<file path="src/rtl/less_distance_circuit.sv">
// Nearest-to-reference selector: registers whichever of dataA/dataB lies closer to reff.
// Built from bit-slice ripple subtractors and a ripple magnitude comparator; ties pick dataB.
module less_distance_circuit (
  input  logic       clk,
  input  logic       rst_n,
  input  logic [7:0] dataA,
  input  logic [7:0] dataB,
  input  logic [7:0] reff,
  output logic [7:0] answer
);

  // Full-subtractor chain, LSB first. Bit 8 of the result is the final borrow.
  function automatic logic [8:0] ripple_sub(input logic [7:0] x, input logic [7:0] y);
    logic [7:0] diff;
    logic       bor;
    bor  = 1'b0;
    diff = '0;
    for (int i = 0; i < 8; i++) begin
      diff[i] = x[i] ^ y[i] ^ bor;
      bor     = (~x[i] & y[i]) | (~(x[i] ^ y[i]) & bor);
    end
    return {bor, diff};
  endfunction

  // A borrow out of x - y means x < y, so the magnitude comes from a second chain y - x.
  function automatic logic [7:0] abs_dist(input logic [7:0] x, input logic [7:0] y);
    logic [8:0] fwd;
    logic [8:0] rev;
    fwd = ripple_sub(x, y);
    rev = ripple_sub(y, x);
    return fwd[8] ? rev[7:0] : fwd[7:0];
  endfunction

  // Magnitude comparator rippling from MSB down: x > y.
  function automatic logic ripple_gt(input logic [7:0] x, input logic [7:0] y);
    logic gt;
    logic eq;
    gt = 1'b0;
    eq = 1'b1;
    for (int i = 7; i >= 0; i--) begin
      gt = gt | (eq & x[i] & ~y[i]);
      eq = eq & ~(x[i] ^ y[i]);
    end
    return gt;
  endfunction

  logic [7:0] w_dist_a;
  logic [7:0] w_dist_b;
  logic       w_gt;
  logic [7:0] w_next;
  logic [7:0] r_answer;

  always_comb begin
    w_dist_a = abs_dist(dataA, reff);
    w_dist_b = abs_dist(dataB, reff);
    w_gt     = ripple_gt(w_dist_b, w_dist_a);
    w_next   = w_gt ? dataA : dataB;
  end

  always_ff @(posedge clk or negedge rst_n) begin
    if (!rst_n) r_answer <= 8'h00;
    else        r_answer <= w_next;
  end

  assign answer = r_answer;

endmodule

</file>
<file path="config.mk">
export PLATFORM = sky130hd
export DESIGN_NAME = less_distance_circuit
export DESIGN_NICKNAME = d
export VERILOG_FILES = /design/src/rtl/less_distance_circuit.sv
export SDC_FILE = /design/constraint.sdc
export NUM_CORES = 1
export LEC_CHECK = 0
export BUFFER_PORTS_ARGS = -buffer_cell sky130_fd_sc_hd__buf_2
export CORE_MARGIN = 8
export CORE_UTILIZATION = 50
export DETAILED_ROUTE_END_ITERATION = 6
export GPL_ROUTABILITY_DRIVEN = 0
export PLACE_DENSITY = 0.76
export SLEW_MARGIN = 15
export SYNTH_ARGS = -nofsm -noshare
export SYNTH_HDL_FRONTEND = slang
export SYNTH_SLANG_ARGS = --single-unit
export TNS_END_PERCENT = 50
</file>
<file path="constraint.sdc">
create_clock -name clk -period 0.8 [get_ports clk]
set_input_delay 0.08 -clock clk [delete_from_list [all_inputs] [get_ports clk]]
set_output_delay 0.08 -clock clk [all_outputs]
set_load 0.005 [all_outputs]
</file>
---- Yosys cells after proc, flatten, opt, wreduce, memory -nomap -nowiden ----
Cells that the tools add are included.
W data, S select, Z words.
storage, ports and cells
  register bits after elaboration ......... 8
  bits of input ports ..................... 26
  output and inout port bits .............. 8
  word-level logic and storage cells ...... 217
operators by class
  mux-type cells .......................... 3
  bitwise operators ....................... 213
operators by type and width
  cell           count
  $and A1 B1 Y1  77
  $not A1 Y1     52
  $xor A1 B1 Y1  51
  $or A1 B1 Y1   33
  $mux W8        3

---- Longest topological paths before layout ----
Gate-level depths: netlist of run 1.
  depth after elaboration ................. 29
  mapped depth ............................ 15
  mapped depth without buffers ............ 14

---- Worst setup path after synthesis of run 1 ----
OpenSTA, ideal clock, no wires.
  path kind ............................... in2reg
  start point ............................. input dataA[1]
  end point ............................... register r_answer[0] (netlist: answer[0])
  library setup time ...................... 0.079 ns
  data arrival time ....................... 2.698 ns
  data required time ...................... 0.721 ns
  slack ................................... -1.977 ns
  cell stages on the path ................. 13
  buffers on the path ..................... 1
  path through ............................ inv_1 -> ha_1 -> a211oi_2 -> o21ai_2 -> a41oi_4 -> mux2i_1 -> xnor2_1 -> maj3_2 -> maj3_2 -> a21oi_1 -> o21a_1 -> buf_6 -> mux2i_1
on the way
  word-level cells in the longest chain between the ends .. 29
  elaborated cells on any way between the ends .. 96
  classes of those cells .................. mux: 2; bitwise: 94
RTL lines
  element                                                     RTL line  source
  from (decl)                                                 6         input logic [7:0] dataA,
  $xor A1 B1 Y1                                               19, 20
  $not A1 Y1                                                  20        bor = (~x[i] & y[i]) | (~(x[i] ^ y[i]) & bor);
  $and A1 B1 Y1                                               20
  $or A1 B1 Y1                                                20
  $and A1 B1 Y1                                               20
  $or A1 B1 Y1                                                20
  $and A1 B1 Y1                                               20
  $or A1 B1 Y1                                                20
  [... 9 more ...]                                            --
  $xor A1 B1 Y1                                               42        eq = eq & ~(x[i] ^ y[i]);
  $not A1 Y1                                                  42
  $and A1 B1 Y1 (on tied branches) (2 in a row)               41, 42
  $or A1 B1 Y1 (tied with other cells) (4 in a row)           41        gt = gt | (eq & x[i] & ~y[i]);
  $or A1 B1 Y1 or $and A1 B1 Y1 (tied branches) (2 in a row)  41
  $or A1 B1 Y1 (*)                                            41
  $mux W8 (*)                                                 57        w_next = w_gt ? dataA : dataB;
  named net w_next[0]                                         50        logic [7:0] w_next;
  to (signal assigned)                                        62        else r_answer <= w_next;
  to (decl)                                                   51        logic [7:0] r_answer;
The timed path passes the listed nets; every way through them passes the cells marked *.

---- Final worst setup path of run 1 ----
  start point ............................. input dataA[3]
  end point ............................... register r_answer[2] (netlist: answer[2])
on the way
  word-level cells in the longest chain between the ends .. 25
  elaborated cells on any way between the ends .. 84
  classes of those cells .................. mux: 2; bitwise: 82
RTL lines
  element                                                     RTL line
  $xor A1 B1 Y1                                               19, 20
  $not A1 Y1                                                  20
  $and A1 B1 Y1                                               20
  $or A1 B1 Y1                                                20
  $and A1 B1 Y1                                               20
  $or A1 B1 Y1                                                20
  $and A1 B1 Y1                                               20
  $or A1 B1 Y1                                                20
  [... 5 more ...]                                            --
  $xor A1 B1 Y1                                               42
  $not A1 Y1                                                  42
  $and A1 B1 Y1 (on tied branches) (2 in a row)               41, 42
  $or A1 B1 Y1 (tied with other cells) (4 in a row)           41
  $or A1 B1 Y1 or $and A1 B1 Y1 (tied branches) (2 in a row)  41
  $or A1 B1 Y1 (*)                                            41
  $mux W8 (*)                                                 57
  named net w_next[2]                                         50
Marked as above.

==> results of run 1 <==
==> cells by family after synthesis <==
group | count (synthesis) | share of synthesized area, %
xor+xnor | 14 | 7.77
mux | 16 | 10.2
simple gates | 29 | 9.60
compound gates | 53 | 25.0
flops | 8 | 12.7
buf+inv | 30 | 8.17
fa+ha+maj | 34 | 26.6
==> placed cells by master, fill, tap and decap left out, types with 3 or more instances in the layout <==
cell type	n
nor2_1	5
buf_2	29
clkbuf_4	3
nand2b_1	3
buf_4	64
ha_1	18
nand2_1	7
o21bai_1	3
a21oi_1	8
dfrtp_1	8
xnor2_1	7
inv_1	20
mux2i_1	14
o21ai_2	7
a21o_1	4
ha_4	11
xor2_1	7
inv_2	4
maj3_2	3
a21oi_2	4
inv_6	3
a211oi_2	3
a211oi_1	3
==> per-stage QoR <==
| stage | hold slack, ns | power [mW] | TNS, ns | area, sq um | setup slack (ns) |
|---|---|---|---|---|---|
| 2_1_floorplan | -0.216 | 1.95 | -13.54 | 1730 | -1.69 |
| 3_3_place_gp | -0.0849 | 2.60 | -17.32 | 2370 | -2.18 |
| 3_5_place_dp | -0.0786 | 2.69 | -17.76 | 2370 | -2.26 |
| 4_1_cts | 0.195 | 3.17 | -13.01 | 2540 | -1.66 |
| 5_1_grt | 0.218 | 3.58 | -15.22 | 2620 | -1.89 |
| 6_report | 0.203 | 3.36 | -14.54 | 2620 | -1.85 |
==> power by group through the flow <==
| stage | clock [mW] | sequential (mW) | combinational, mW |
|---|---|---|---|
| global placement | 0 | 0.567 | 2.04 |
| detailed placement | 0 | 0.569 | 2.12 |
| floorplan | 0 | 0.591 | 1.36 |
| finish | 0.278 | 0.560 | 2.52 |
| CTS | 0.294 | 0.563 | 2.31 |
| global route | 0.300 | 0.580 | 2.70 |
==> worst max-delay path: stages <==
cell,delay [ns]
buf_2,0.11
inv_1,0.06
ha_1,0.22
nor3_1,0.27
o21ai_2,0.15
a41oi_4,0.21
mux2i_2,0.30
xnor2_1,0.13
maj3_2,0.30
maj3_2,0.33
a21oi_4,0.15
o21a_4,0.24
mux2i_1,0.24
==> what timing repair did <==
item,4_1_cts,5_1_grt
gates resized for setup,27,18
pin swaps,11,13
setup buffers,5,1
hold endpoints to repair,8,0
hold buffers,1,0
setup endpoints to repair,15,16
==> per-layer routing <==
| metal | track usage, % | share of wire, % | up-vias |
|---|---|---|---|
| met5 | 0 | 0 | - |
| met4 | 5.67 | 2.5 | 0 |
| met3 | 2.20 | 5.3 | 14 |
| met2 | 38.3 | 52 | 68 |
| met1 | 23.8 | 40 | 861 |
| li1 | - | - | 850 |
==> cell type report <==
cell class                      count  area share, %
Clock buffer                        3          0.860
Tap cell                           44           2.10
Inverter                           27           4.44
Timing Repair Buffer               99           27.0
Sequential cell                     8           7.64
Multi-Input combinational cell    146           57.9
==> final timing paths <==
| path | endpoint | depth (start not counted) | from |
|---|---|---|---|
| setup / recovery | answer[2] | 13 | dataA[3] |
| hold / removal | answer[5] | 2 | rst_n |
| max in group asynchronous | answer[0] | 2 | rst_n |
| min in group clk | answer[0] | 4 | dataA[0] |
==> results.sh, run 1 <==
export IMPL_status="finished, violations left"
export IMPL_violations="negative setup slack"
export IMPL_multiInputGateArea_sq_um=1520
export IMPL_grt_pass1_wl_um=8800
export IMPL_port_buffers=33
export IMPL_tightest_slew_ns=0.359
export IMPL_antenna_cells=0
export IMPL_yosys_cell_types_count=41
export IMPL_nets=342
export IMPL_ioPinCount=34
export IMPL_yosysMostFrequentCell="ha_1"
export IMPL_synthTopCellsByCount="ha_1, inv_1, mux2i_1"
export IMPL_root_buffer="clkbuf_4"
export IMPL_cp_arrival_ns=2.80
export IMPL_critPathCaptureType="flop"
export IMPL_fin_ws_ns=-1.85
export IMPL_dp_cells=318
export IMPL_drt_iter0_markers=151
export IMPL_rows=20
export IMPL_num_vias=1793
export IMPL_combPwrFrac_pct=75.0
export IMPL_initial_core_util_pct=52.1
export IMPL_worst_hold_path_type="primary input to async pin"
export IMPL_finalSetupViolations=8
export IMPL_grt_max_degree=9
export IMPL_finalNonFillerCells=327
export IMPL_die_y_um=72.2
export IMPL_post_route_util_pct=86.5
export IMPL_antenna_found_initial=0
export IMPL_fp_dieW_um=72.2
export IMPL_synthesis_area_sq_um=1580
export IMPL_dr_pass1_iters=4
export IMPL_synth_edf_count=0
export IMPL_ir_worst_vdd_v=0.000541
export IMPL_cellPowerDensity_nw_per_um2=1280
export IMPL_tritoncts="done"
export IMPL_drc_errors=0
export IMPL_drv_slew=0
export IMPL_crit_required_ns=0.95
export IMPL_min_period_over_period_pct=331
export IMPL_internal_power_mw=2.00
export IMPL_ys_seq_area_share_pct=12.7
export IMPL_area_growth_pct=66.0
export IMPL_grt_use_total_pct=20.6
export IMPL_async_flop_share_pct=100
export IMPL_wirelength_um=5600
export IMPL_die_area_sq_um=5210
export IMPL_yosys_area_top_type="ha_1"
export IMPL_numCtsBuffers=3
export IMPL_seq_power_share_pct=16.7
export IMPL_clkSinkCount=8
export IMPL_yosys_area_top_type_share_pct=24.6
export IMPL_cts_htree_levels=1
export IMPL_largest_reg_flops=8
export IMPL_p_switching_mw=1.36
export IMPL_p_sw_share_pct=40.6
export IMPL_n_fill_cell=169
export IMPL_criticalPathCategory="primary input to flop"
export IMPL_via_per_inst=5.48
export IMPL_start_kind="primary input"
export IMPL_drive_above_1_share_pct=54.4
export IMPL_syn_inst=184
export IMPL_wire_per_inst_um=17.1
export IMPL_p_clk_share_pct=8.3
export IMPL_slew_limit_headroom_pct=76.0
export IMPL_path_clk_slew_ns=0.05
export IMPL_synth_seq_cells=8
export IMPL_avgSynthCellArea_sq_um=8.57
export IMPL_fmax_mhz=377
export IMPL_grt_pass1_vias=1901
export IMPL_drv_cap=0
export IMPL_grt_remaining_overflow=0
export IMPL_ant_nets=0
export IMPL_period_minus_slack_ns=2.65
export IMPL_synth_area_leaders="ha_1, dfrtp_1, mux2i_1, inv_1, a21oi_1"
export IMPL_p_leak_nw=1.31
export IMPL_synth_nets=241
export IMPL_finalHoldViolCount=0
export IMPL_rsz0062_at_grt="true"
export IMPL_worstPathMaxFanout=8
export IMPL_seq_area_sq_um=200
export IMPL_core_area_sq_um=3030
export IMPL_ys_flop_type="dfrtp_1"
export IMPL_yosysWarnings=0
export IMPL_hpwl_um=4300
export IMPL_clock_path_buffers=2
No activity file was read; power rests on OpenSTA's default activity.
==> inputs of run 2 (changes only) <==
CORE_UTILIZATION = 60   (was 50)
PLACE_DENSITY = 0.89   (was 0.76)
==> results.sh, run 2 <==
export IMPL_cts_htree_levels=1
export IMPL_failing_step="clock tree synthesis (4_1_cts)"
export IMPL_hpwl_um=5480
export IMPL_synth_seq_cells=8
export IMPL_synth_nets=241
export IMPL_ys_flop_type="dfrtp_1"
export IMPL_synth_edf_count=0
export IMPL_yosys_area_top_type_share_pct=24.6
export IMPL_syn_inst=184
export IMPL_yosysMostFrequentCell="ha_1"
export IMPL_fp_dieW_um=67.3
export IMPL_synthTopCellsByCount="ha_1, inv_1, mux2i_1"
export IMPL_clock_path_buffers=2
export IMPL_first_error="[ERROR DPL-0038] Utilization greater than 100%, impossible to legalize"
export IMPL_async_flop_share_pct=100
export IMPL_rows=18
export IMPL_root_buffer="clkbuf_4"
export IMPL_yosys_cell_types_count=41
export IMPL_synth_area_leaders="ha_1, dfrtp_1, mux2i_1, inv_1, a21oi_1"
export IMPL_ys_seq_area_share_pct=12.7
export IMPL_yosys_area_top_type="ha_1"
export IMPL_initial_core_util_pct=63.7
export IMPL_avgSynthCellArea_sq_um=8.57
export IMPL_synthesis_area_sq_um=1580
export IMPL_ioPinCount=34
export IMPL_cts_hold_buffers=1
export IMPL_die_y_um=67.3
export IMPL_numCtsBuffers=3
export IMPL_yosysWarnings=0
export IMPL_port_buffers=33
export IMPL_ctsResizeCount=40
export IMPL_clkSinkCount=8
export IMPL_status="did not finish"
export IMPL_postCtsSetupBuffers=9
## run 2: cell counts after synthesis
Identical to the previous run, type by type.
## run 2: metrics by stage
stage	instance area [sq um]	std cells	setup slack (ns)	hold slack (ns)	TNS, ns
2_1_floorplan	1730	184	-1.69	-0.216	-13.54
3_3_place_gp	2370	306	-2.09	-0.0801	-16.65
3_5_place_dp	2370	306	-2.52	-0.0723	-19.72
## run 2: cell families after synthesis
logic type      count (synthesis)  share of synthesized area, %
mux                            16                          10.2
buf+inv                        30                          8.17
xor+xnor                       14                          7.77
simple gates                   29                          9.60
compound gates                 53                          25.0
flops                           8                          12.7
fa+ha+maj                      34                          26.6
==> inputs of run 3 (changes only) <==
CORE_UTILIZATION = 40   (was 60)
PLACE_DENSITY = default   (was 0.89)
PLACE_DENSITY_LB_ADDON = 0.15   (was default)
==> results.sh, run 3 (synthesis gave the netlist of run 1 again) <==
export IMPL_slowest_delay_ns=0.30
export IMPL_wire_per_inst_um=15.4
export IMPL_hpwl_um=4250
export IMPL_wirelength_um=5150
export IMPL_worstPathMaxFanout=8
export IMPL_period_minus_slack_ns=2.52
export IMPL_worst_hold_path_type="primary input to flop"
export IMPL_seq_power_share_pct=16.2
export IMPL_p_clk_share_pct=13.9
export IMPL_finalHoldViolCount=0
export IMPL_p_sw_share_pct=38.4
export IMPL_tritoncts="done"
export IMPL_p_leak_nw=1.33
export IMPL_clkSinkCount=8
export IMPL_clock_path_buffers=2
export IMPL_numCtsBuffers=3
export IMPL_port_buffers=33
export IMPL_status="finished, violations left"
export IMPL_p_switching_mw=1.32
export IMPL_finalSetupTns_ns=-13.56
export IMPL_nets=343
export IMPL_rows=23
export IMPL_initial_core_util_pct=40.6
export IMPL_final_common_cell="buf_4"
export IMPL_dr_pass1_iters=4
export IMPL_grt_max_degree=9
export IMPL_whs_ns=0.228
export IMPL_crit_required_ns=0.94
export IMPL_drc_errors=0
export IMPL_root_buffer="clkbuf_8"
export IMPL_n_fill_cell=329
export IMPL_drive_above_1_share_pct=53.2
export IMPL_antenna_cells=0
export IMPL_path_buf_inv=4
export IMPL_num_vias=1716
export IMPL_ioPinCount=34
export IMPL_internal_power_mw=2.12
export IMPL_finalNonFillerCells=334
export IMPL_via_per_inst=5.14
export IMPL_drt_iter0_markers=108
export IMPL_cellPowerDensity_nw_per_um2=1310
export IMPL_grt_use_total_pct=15.9
export IMPL_path_clk_slew_ns=0.04
export IMPL_largest_reg_flops=8
export IMPL_cts_htree_levels=1
export IMPL_fp_dieW_um=78.8
export IMPL_die_y_um=78.8
export IMPL_drv_cap=0
export IMPL_post_route_util_pct=67.7
export IMPL_crit_slowest_cell="maj3_2"
export IMPL_tightest_slew_ns=0.302
export IMPL_cp_arrival_ns=2.65
export IMPL_layout_common_cells="buf_4, buf_2, inv_1"
export IMPL_grt_remaining_overflow=0
export IMPL_crit_family="compound AO/OA/AOI/OAI gates"
export IMPL_final_area_sq_um=2630
export IMPL_min_period_over_period_pct=315
export IMPL_path_cells="buf_2 -> inv_2 -> ha_4 -> buf_4 -> a211oi_2 -> o21bai_2 -> a21oi_2 -> o21bai_2 -> xnor2_1 -> a211oi_2 -> buf_4 -> maj3_2 -> a21oi_2 -> o21a_4 -> mux2i_1"
export IMPL_fmax_mhz=397
export IMPL_slew_limit_headroom_pct=79.7
export IMPL_violations="negative setup slack"
export IMPL_core_area_sq_um=3880
export IMPL_grt_pass1_wl_um=8110
export IMPL_die_area_sq_um=6210
export IMPL_ant_nets=0
export IMPL_grt_pass1_vias=1766
export IMPL_combPwrFrac_pct=69.9
export IMPL_p_total_mw=3.44
export IMPL_criticalPathCategory="primary input to flop"
export IMPL_place_ws_ns=-2.24
export IMPL_finalSetupViolations=8
export IMPL_start_kind="primary input"
export IMPL_drv_slew=0
export IMPL_ir_worst_vdd_v=0.000509
export IMPL_dp_cells=325
export IMPL_antenna_found_initial=0
export IMPL_postPlaceCellArea_sq_um=2400
export IMPL_critPathCaptureType="flop"
export IMPL_area_growth_pct=66.6
export IMPL_rsz0062_at_grt="true"
export IMPL_fin_ws_ns=-1.72
[run 3: power by group through the flow]
stage / Combinational [mW] / Clock (mW) / Sequential (mW)
4_1_cts: 2.31 / 0.484 / 0.562
3_3_place_gp: 2.08 / 0 / 0.567
2_1_floorplan: 1.36 / 0 / 0.591
3_5_place_dp: 2.15 / 0 / 0.568
6_report: 2.41 / 0.477 / 0.558
5_1_grt: 2.59 / 0.511 / 0.573
[run 3: final timing paths]
check / to / cells past startpoint / start
setup / recovery: answer[5] / 15 / dataA[1]
max in group asynchronous: answer[6] / 2 / rst_n
hold / removal: answer[5] / 3 / dataA[5]
min in group asynchronous: answer[3] / 2 / rst_n
[run 3: metal layers]
| layer | up-vias | routed length [um] | GRT usage, % |
|---|---|---|---|
| met3 | 6 | 207 | 1.47 |
| li1 | 851 | - | - |
| met1 | 822 | 2260 | 19.4 |
| met5 | - | 0 | 0 |
| met4 | 0 | 65 | 4.07 |
| met2 | 37 | 2620 | 28.8 |
[run 3: cell type report]
cell class | instances | area (sq um) | area share (%)
multi-input cells | 146 | 1490 | 56.5
repair buffers | 100 | 729 | 27.7
flip-flops and latches | 8 | 200 | 7.62
inverters | 27 | 109 | 4.14
well taps | 50 | 62.6 | 2.38
clock buffers | 3 | 41.3 | 1.57
[run 3: worst min-delay path, cell delays in order]
cell and delay (ns):
buf_2 0.11, inv_1 0.11, mux2i_1 0.10
[run 3: timing repair]
| action | 4_1_cts | 5_1_grt |
|---|---|---|
| hold endpoints to repair | 8 | 0 |
| setup buffers | 5 | 0 |
| hold buffers | 1 | 0 |
| resized for setup | 24 | 11 |
| endpoints found under the setup margin | 8 | 11 |
| pin swaps | 15 | 19 |
| cloned | 0 | 0 |
==> inputs of run 4 (changes only) <==
CORE_AREA = 8 8 69 71   (was default)
CORE_MARGIN = default   (was 8)
CORE_UTILIZATION = default   (was 40)
DIE_AREA = 0 0 77 79   (was default)
==> results.sh, run 4 (synthesis gave the netlist of run 1 again) <==
export IMPL_finalHoldViolCount=0
export IMPL_finalNonFillerCells=334
export IMPL_cts_htree_levels=1
export IMPL_slowest_delay_ns=0.30
export IMPL_port_buffers=33
export IMPL_status="finished, violations left"
export IMPL_root_buffer="clkbuf_8"
export IMPL_hpwl_um=3970
export IMPL_ant_nets=0
export IMPL_drv_slew=0
export IMPL_top_usage_layer="met2"
export IMPL_via_per_inst=5.08
export IMPL_path_clk_slew_ns=0.04
export IMPL_slew_limit_headroom_pct=82.3
export IMPL_drc_errors=0
export IMPL_grt_max_degree=9
export IMPL_endpoint="answer[1]"
export IMPL_antenna_found_initial=0
export IMPL_whs_ns=0.155
export IMPL_finalSetupTns_ns=-13.55
export IMPL_clock_path_buffers=2
export IMPL_rsz0062_at_grt="true"
export IMPL_place_ws_ns=-2.09
export IMPL_rows=23
export IMPL_period_minus_slack_ns=2.52
export IMPL_initial_core_util_pct=41.5
export IMPL_tightest_slew_ns=0.264
export IMPL_crit_required_ns=0.94
export IMPL_dp_cells=323
export IMPL_cp_startpoint="dataA[0]"
export IMPL_clkSinkCount=8
export IMPL_nets=343
export IMPL_wirelength_um=4690
export IMPL_cp_arrival_ns=2.67
export IMPL_drive_above_1_share_pct=54.9
export IMPL_p_leak_nw=1.32
export IMPL_wire_per_inst_um=14.1
export IMPL_path_buf_inv=3
export IMPL_crit_slowest_cell="maj3_2"
export IMPL_core_area_sq_um=3800
export IMPL_ioPinCount=34
export IMPL_grt_use_total_pct=14.7
export IMPL_finalSetupViolations=8
export IMPL_min_period_over_period_pct=315
export IMPL_violations="negative setup slack"
export IMPL_final_common_cell="buf_4"
export IMPL_fin_ws_ns=-1.72
export IMPL_layout_common_cells="buf_4, buf_2, inv_1"
export IMPL_worstPathMaxFanout=8
export IMPL_met2_usage_pct=26.8
export IMPL_drt_iter0_markers=50
export IMPL_cellPowerDensity_nw_per_um2=1330
export IMPL_critPathCaptureType="flop"
export IMPL_dr_pass1_iters=4
export IMPL_antenna_cells=0
export IMPL_grt_pass1_wl_um=7510
export IMPL_use_met1_pct=17.9
export IMPL_grt_pass1_vias=1703
export IMPL_worst_hold_path_type="primary input to flop"
export IMPL_area_growth_pct=68.0
export IMPL_fp_dieW_um=77
export IMPL_tritoncts="done"
export IMPL_die_y_um=79
export IMPL_grt_remaining_overflow=0
export IMPL_met3_usage_pct=1.69
export IMPL_ir_worst_vdd_v=0.000457
export IMPL_die_area_sq_um=6080
export IMPL_numCtsBuffers=3
export IMPL_cp_depth=14
export IMPL_criticalPathCategory="primary input to flop"
export IMPL_largest_reg_flops=8
export IMPL_drv_cap=0
export IMPL_start_kind="primary input"
export IMPL_num_vias=1696
export IMPL_path_cells="buf_2 -> inv_1 -> ha_2 -> a211oi_4 -> o21ai_2 -> a41oi_4 -> mux2i_2 -> xnor2_1 -> maj3_2 -> maj3_2 -> a21oi_2 -> o21a_1 -> buf_12 -> mux2i_2"
export IMPL_crit_family="compound AO/OA/AOI/OAI gates"
export IMPL_fmax_mhz=397
-- run 4: cell counts in the layout (fill, tap and decap cells not counted) --
Identical to the previous run, type by type.
-- run 4: tightest hold or removal path, stage by stage --
cell and delay (ns):
buf_2 0.11, inv_2 0.07, mux2i_1 0.07
-- run 4: area by class of cell --
cell class / count / area (sq um)
Inverter: 27 / 111
Timing Repair Buffer: 100 / 733
Fill cell: 297 / 1150
Clock buffer: 3 / 41.3
Tap cell: 50 / 62.6
Sequential cell: 8 / 200
Multi-Input combinational cell: 146 / 1500
-- run 4: per-stage QoR --
stage / power (mW) / instance area (sq um) / util, %
3_5_place_dp: 2.79 / 2380 / 62.7
2_1_floorplan: 1.95 / 1730 / -
4_1_cts: 3.40 / 2570 / 67.7
5_1_grt: 3.78 / 2650 / 69.8
6_report: 3.52 / 2650 / 69.8
3_3_place_gp: 2.74 / 2380 / 62.7
-- run 4: routing by layer --
layer  routed length (um)  vias up
met3                  201        5
met5                    0        -
li1                     -      852
met4                   46        0
met2                 2320       36
met1                 2130      803
-- run 4: worst min-delay path by stage --
stage	from	end	slack, ns	depth (start not counted)
after floorplan	rst_n	answer[0]	-0.22	0
after global placement	rst_n	answer[2]	-0.08	1
after detailed placement	rst_n	answer[2]	-0.07	1
after CTS	dataA[4]	answer[4]	0.15	3
after global routing	dataA[4]	answer[4]	0.17	3
final	dataA[4]	answer[4]	0.15	3
-- run 4: repair_timing --
item | in CTS | in global routing
endpoints found under the setup margin | 8 | 11
resized for setup | 26 | 19
hold endpoints to repair | 8 | 0
hold buffers | 1 | 0
pin swaps | 16 | 14
setup buffers | 4 | 3
-- run 4: report_power, final --
part	switching, mW	leakage (nW)	internal, mW
Clock	0.155	0.0216	0.326
Sequential	0.0250	0.0932	0.532
Combinational	1.11	1.20	1.37
Total	1.29	1.32	2.22
